`src/rtl/ones_frame_accumulator.sv`:
```
// ones_frame_accumulator
//   Sums the per-byte ones counts produced by the upstream 8-bit popcount over
//   a frame of bytes. A frame closes on in_last or on the MAX_WORDS-th accepted
//   byte, whichever comes first. The frame total, byte count, overflow flag and
//   error flag are then presented on a valid/ready output.
//
//   Optional feature, macro ONES_ACC_SAT_EN:
//     defined   - the accumulator saturates at 2^TOTAL_W-1 for the rest of the frame
//     undefined - the accumulator wraps modulo 2^TOTAL_W
//   In both builds out_ovf is sticky for the frame.
//
//   Constraints: TOTAL_W >= 4 and CNT_W wide enough to hold MAX_WORDS.

module ones_frame_accumulator #(
   parameter int MAX_WORDS = 16,
   parameter int TOTAL_W   = 8,
   parameter int CNT_W     = 8
) (
   input  logic               clk,
   input  logic               rst,
   input  logic               in_valid,
   output logic               in_ready,
   input  logic [3:0]         in_count,
   input  logic               in_last,
   output logic               out_valid,
   input  logic               out_ready,
   output logic [TOTAL_W-1:0] out_total,
   output logic [CNT_W-1:0]   out_words,
   output logic               out_ovf,
   output logic               out_err
);

   typedef enum logic {
      ACCUM = 1'b0,
      DONE  = 1'b1
   } state_t;

   state_t state, state_nxt;

   logic [TOTAL_W-1:0] acc, acc_nxt;
   logic [TOTAL_W:0]   sum;
   logic [CNT_W-1:0]   cnt, cnt_inc;
   logic               ovf, ovf_nxt;
   logic               err, err_nxt;
   logic               accept;
   logic               close;
   logic               handshake;

   assign accept    = in_valid & in_ready;
   assign handshake = out_valid & out_ready;

   // Next values of the running accumulator, counter and sticky flags for an accepted byte.
   always_comb begin
      // NOTE: every signal driven here gets a default first, so no path leaves it unassigned and no latch is inferred.
      sum     = {1'b0, acc} + {{(TOTAL_W-3){1'b0}}, in_count};
      cnt_inc = cnt + CNT_W'(1);
      ovf_nxt = ovf | sum[TOTAL_W];
      err_nxt = err | (in_count > 4'd8);
`ifdef ONES_ACC_SAT_EN
      // Once the carry fires the value is pinned at all-ones; further adds carry again or add zero.
      acc_nxt = sum[TOTAL_W] ? {TOTAL_W{1'b1}} : sum[TOTAL_W-1:0];
`else
      acc_nxt = sum[TOTAL_W-1:0];
`endif
      close   = accept & (in_last | (cnt_inc == CNT_W'(MAX_WORDS)));
   end

   // State register.
   always_ff @(posedge clk) begin
      // NOTE: sequential state uses non-blocking assignments so every register samples pre-edge values.
      if (rst) state <= ACCUM;
      else     state <= state_nxt;
   end

   // Next-state logic: close a frame on last/max, release it on the output handshake.
   always_comb begin
      state_nxt = state;
      unique case (state)
         ACCUM: if (close)     state_nxt = DONE;
         DONE:  if (handshake) state_nxt = ACCUM;
         default:              state_nxt = ACCUM;
      endcase
   end

   // Output decode: input side open while accumulating, result valid while done.
   always_comb begin
      in_ready  = (state == ACCUM);
      out_valid = (state == DONE);
   end

   // Accumulator, counter, sticky flags and the held frame result.
   always_ff @(posedge clk) begin
      // NOTE: the result registers are reset too, so the output fields read zero straight after reset.
      if (rst) begin
         acc       <= '0;
         cnt       <= '0;
         ovf       <= 1'b0;
         err       <= 1'b0;
         out_total <= '0;
         out_words <= '0;
         out_ovf   <= 1'b0;
         out_err   <= 1'b0;
      end else if (handshake) begin
         acc <= '0;
         cnt <= '0;
         ovf <= 1'b0;
         err <= 1'b0;
      end else if (accept) begin
         acc <= acc_nxt;
         cnt <= cnt_inc;
         ovf <= ovf_nxt;
         err <= err_nxt;
         if (close) begin
            out_total <= acc_nxt;
            out_words <= cnt_inc;
            out_ovf   <= ovf_nxt;
            out_err   <= err_nxt;
         end
      end
   end

endmodule

```
`config.mk`:
```
export PLATFORM = sky130hd
export DESIGN_NAME = ones_frame_accumulator
export DESIGN_NICKNAME = d
export VERILOG_FILES = /design/src/rtl/ones_frame_accumulator.sv
export SDC_FILE = /design/constraint.sdc
export NUM_CORES = 1
export LEC_CHECK = 0
export ABC_CLOCK_PERIOD_IN_PS = 2800
export BUFFER_PORTS_ARGS = -buffer_cell sky130_fd_sc_hd__buf_2
export CAP_MARGIN = 30
export CELL_PAD_IN_SITES_DETAIL_PLACEMENT = 1
export CELL_PAD_IN_SITES_GLOBAL_PLACEMENT = 1
export CORE_MARGIN = 1
export CORE_UTILIZATION = 44
export CTS_BUF_LIST = sky130_fd_sc_hd__clkbuf_4
export DETAILED_ROUTE_END_ITERATION = 10
export PLACE_DENSITY_LB_ADDON = 0.12
export SLEW_MARGIN = 20
export SYNTH_ARGS = -nofsm -noshare
export SYNTH_HDL_FRONTEND = slang
export SYNTH_SLANG_ARGS = --single-unit
```
`constraint.sdc`:
```
create_clock -name clk -period 2.8 [get_ports clk]
set_clock_uncertainty 0.15 [all_clocks]
set_input_delay 0.56 -clock clk [delete_from_list [all_inputs] [get_ports clk]]
set_output_delay 0.56 -clock clk [all_outputs]
set_load 0.01 [all_outputs]
```
# ---- Yosys cells after proc, flatten, opt, wreduce, memory -nomap -nowiden
# Cells that the tools add are included.
dict set report totals {
  reg_bits 37
  latchBits 0
  ramBits 0
  mem_bits_ro 0
  inputBits 9
  output_inout_bits 20
  wordCells 26
  n_memories 0
}
dict set report classes {
  n_addsub 2
  mul 0
  div_mod_pow 0
  order_cmp 1
  n_eq_ne 1
  shift 0
  n_mux 3
  n_bitwise 8
  reduce_logical 2
}
# operator n
set op_table {}
lappend op_table {{$add A8 B4 Y9} 1}
lappend op_table {{$add A8 B1 Y8 const B} 1}
lappend op_table {{$eq A8 B5 Y1 const B} 1}
lappend op_table {{$gt A4 B4 Y1 const B} 1}
lappend op_table {{$and A1 B1 Y1} 3}
lappend op_table {{$or A1 B1 Y1} 3}
lappend op_table {{$reduce_and A3 Y1} 1}
lappend op_table {{$mux W1} 2}
lappend op_table {{$not A1 Y1} 2}
lappend op_table {{$pmux W1 S2} 1}
lappend op_table {{$reduce_or A2 Y1} 1}

# ---- Depth between registers and ports, before layout
dict set report logic_depth {
  ltp_word 6
  ltp_mapped 8
}

# ---- Worst setup path after synthesis
# Ideal clock, no wire load.
dict set report synth_timing {
  path_kind {input -> register}
  start {in in_count[0]}
  end {reg out_total[4]}
  setup_ns 0.121
  arrival_time_ns 2.118
  required_ns 2.529
  setup_slack_ns 0.411
  cell_stages 7
  path_buffers 0
  path_cell_list {ha_1 > fa_1 > a21o_1 > a21oi_1 > xor2_1 > nor2_1 > mux2_2}
}
dict set report synth_between {
  elab_chain_len 1
}
# element line_no
set synth_lines {}
lappend synth_lines {{start, declared} 23} ;# input logic [3:0] in_count,
lappend synth_lines {{$add A8 B4 Y9} 55} ;# sum = {1'b0, acc} + {{(TOTAL_W-3){1'b0}}, in_count};
lappend synth_lines {{end signal, assigned} 114} ;# out_total <= acc_nxt;
lappend synth_lines {{end, declared} 27} ;# output logic [TOTAL_W-1:0] out_total,
# Every way passes these cells.
# A chain may end at the register's enable or synchronous reset.

# ---- Worst setup path after layout
# Same ends and word-level chain as after synthesis.

==> results_dict.tcl <==
set metrics [dict create \
    outcome "finished, final reports clean" \
    cp_cell_sequence "buf_2, ha_1, fa_1, a21o_1, a21oi_1, xor2_1, nor2_1, mux2_2" \
    final_antenna_net_count 0 \
    ios 29 \
    area_delta_synth_final_pct 12.1 \
    synth-edff-count 0 \
    dr_wl_met3_um 140 \
    wl_per_cell_um 15.9 \
    io_buffers 28 \
    crit_path_max_fanout 3 \
    synth_xor_area_frac 0.0990 \
    cts.reportedPaths.clkPinSlew_ns 0.10 \
    synth_top_area_share 0.401 \
    htree_levels 2 \
    clock-root-buffer "clkbuf_4" \
    fp.coreArea_um2 4000 \
    synth_most_common_cell "dfxtp_1" \
    synthArstFlopShare 0 \
    fin_setup_tns_ns 0 \
    die_h_um 66.8 \
    synth_top_family_by_area "simple AND/OR/NAND/NOR gates" \
    die_area_um2 4460 \
    vias_per_cell 5.50 \
    synth_ff_type "dfxtp_1" \
    synth_nets 220 \
    period_share 0.786 \
    ys_top_cells_by_count "37 x dfxtp_1, 20 x a211oi_1, 20 x nand2_1, 19 x nor2_1, 14 x a21oi_1" \
    final_nets 247 \
    grt_pass1_vias 1529 \
    synth-compound-area-share 0.189 \
    postCtsHoldBufs 0 \
    cts_buffers 5 \
    cap_violations 0 \
    pre_cts_ws_ns 0.247 \
    p_leak_nw 0.845 \
    drt_iter0_drc 110 \
    num_vias 1552 \
    grt_pass1_wl_mm 7.39 \
    synthAdderAreaFrac 0.0447 \
    ir_drop_v 0.000209 \
    rsz0062_at_grt "false" \
    synthCells 205 \
    n_fill_cell 503 \
    grt_overflow_total 0 \
    syn_area_um2 1850 \
    critPathKind "in2reg" \
    wl_mm 4.49 \
    hold-worst-slack_ns 0.321 \
    cpMaxStageDelayCell "fa_1" \
    antenna_found_initial 0 \
    crit_family "adder cells" \
    place_congestion 0.847 \
    top_layer "met4" \
    ctsLongestPathBuffers 2 \
    yosys.area_share.simple 0.193 \
    ctsResizeCount 0 \
    crit_arrival_ns 2.28 \
    cpPeakStageDelay_ns 0.42 \
    relSlewSlack 0.569 \
    start_kind "input port" \
    slew_viol_final 0 \
    cp.required_ns 2.88 \
    path_buf_inv 1 \
    start_util 0.461 \
    drive_above_1_share 0.198 \
    track_usage 0.227 \
    setup_viol 0 \
    setup_ws_ns 0.599 \
    cts_tree "done" \
    cp-end-kind "flop" \
    yosysUniqueCellTypes 36 \
    hold_class "reg2reg" \
    period_needed_ns 2.20 \
    hpwl_mm 3.38 \
    drt_first_pass_iters 4 \
    drc 0 \
    yosys_warnings 0 \
    seq_area_frac_synth 0.401 \
    avgSynthCellArea_um2 9.00 \
    postCtsSetupRepairBufs 0 \
    insertion_delay_ns 0.33 \
    wl_met1_mm 2.20 \
    fmax_mhz 454 \
    synth_top_cell_by_area "dfxtp_1" \
    cts_sinks 37 \
    rows 23 \
    synthMuxAreaShare 0.0332 \
    yosys_register_bits 37 \
    worstMarginPinSlew_ns 0.647 \
    synth.area.top_cells "dfxtp_1 40%, a211oi_1 8.1%, xnor2_1 4.7%, xor2_1 4.3%, nand2_1 4.1%" \
    hold_violations 0 \
    die_w_um 66.8 \
    n_antenna_cell 0 \
    power_density_nw_per_um2 492 \
    grt_max_degree 26 \
    routed-wl-met2_mm 2.09 \
]
==> final timing paths <==
path,start,slack (ns),endpoint,cells after the start
worst max-delay path,in_count[0],0.60,out_total[4]$_SDFFE_PP0P_,8
worst max register to register,cnt[0]$_SDFFE_PP0P_,0.60,out_total[4]$_SDFFE_PP0P_,7
worst min-delay path,acc[3]$_SDFFE_PP0P_,0.32,acc[3]$_SDFFE_PP0P_,2
worst min register to register,acc[3]$_SDFFE_PP0P_,0.32,acc[3]$_SDFFE_PP0P_,2
==> power breakdown <==
group          internal [mW]  switching (mW)  leakage [nW]
Combinational         0.0725           0.103         0.514
Clock                  0.101           0.168        0.0292
Sequential             0.554          0.0207         0.302
Total                  0.727           0.291         0.845
==> per-stage QoR <==
step / cell area, um^2 / util / cells / total power, mW
global placement: 2020 / 0.505 / 275 / 0.751
global route: 2070 / 0.517 / 282 / 1.08
detailed placement: 2020 / 0.505 / 275 / 0.763
CTS: 2070 / 0.517 / 282 / 1.03
finish: 2070 / 0.517 / 282 / 1.02
floorplan: 1850 / - / 205 / 0.700
==> cells by family (layout without fill, tap and decap cells) <==
| family | after synthesis | count (layout) |
|---|---|---|
| AND/OR/NAND/NOR | 71 | 71 |
| AO/OA/AOI/OAI | 50 | 50 |
| flip-flops | 37 | 37 |
| XOR/XNOR | 20 | 20 |
| buffers and inverters | 15 | 42 |
| adder cells (fa/ha/maj) | 6 | 6 |
| multiplexers | 6 | 6 |
==> cells in the final DEF, fill, tap and decap left out, types with 2 or more instances in the layout <==
master	synthesis	routed
nor3_1	5	5
o21bai_1	2	2
ha_1	5	5
buf_4	1	5
nor2_1	19	19
a211oi_2	2	2
nand3_1	4	4
and3_1	2	2
nand2b_1	11	11
inv_1	2	2
buf_2	3	28
a21o_1	4	4
dfxtp_1	37	37
xnor2_1	10	10
xor2_1	9	9
mux2i_1	5	5
a211oi_1	20	20
clkbuf_4	0	6
o21ai_0	5	5
nand2_1	20	20
a21oi_1	14	14
or3_1	4	4
nor2b_1	2	2
==> cell type report <==
cell class                 instances  area (um^2)  share of cell area
inverter                           2         7.51             0.00363
clock inverter                     1         3.75             0.00181
tap                               50         62.6              0.0302
multi-input combinational        153         1030               0.499
timing repair buffer              33          178              0.0859
clock buffer                       6         45.0              0.0218
sequential                        37          741               0.358
==> sequential cells by signal, indices dropped and copies added (netlist names) <==
name / cells
ovf: 1
out_ovf: 1
out_err: 1
out_total: 8
cnt: 8
err: 1
out_words: 8
acc: 8
out_valid: 1
==> worst reg2reg max path, delay by kind of cell, from the launching register on <==
kind | cells | cell delay, ns
mux | 1 | 0.31
compound gates | 1 | 0.13
simple gates | 3 | 0.50
fa+ha+maj | 1 | 0.30
buf+inv | 1 | 0.21
flops | 1 | 0.50
==> per-layer routing <==
metal	track usage	vias to the layer above
li1	-	764
met1	0.298	759
met2	0.361	22
met3	0.0599	7
met4	0.0691	0
met5	0	-
(Power assumes the default switching activity.)
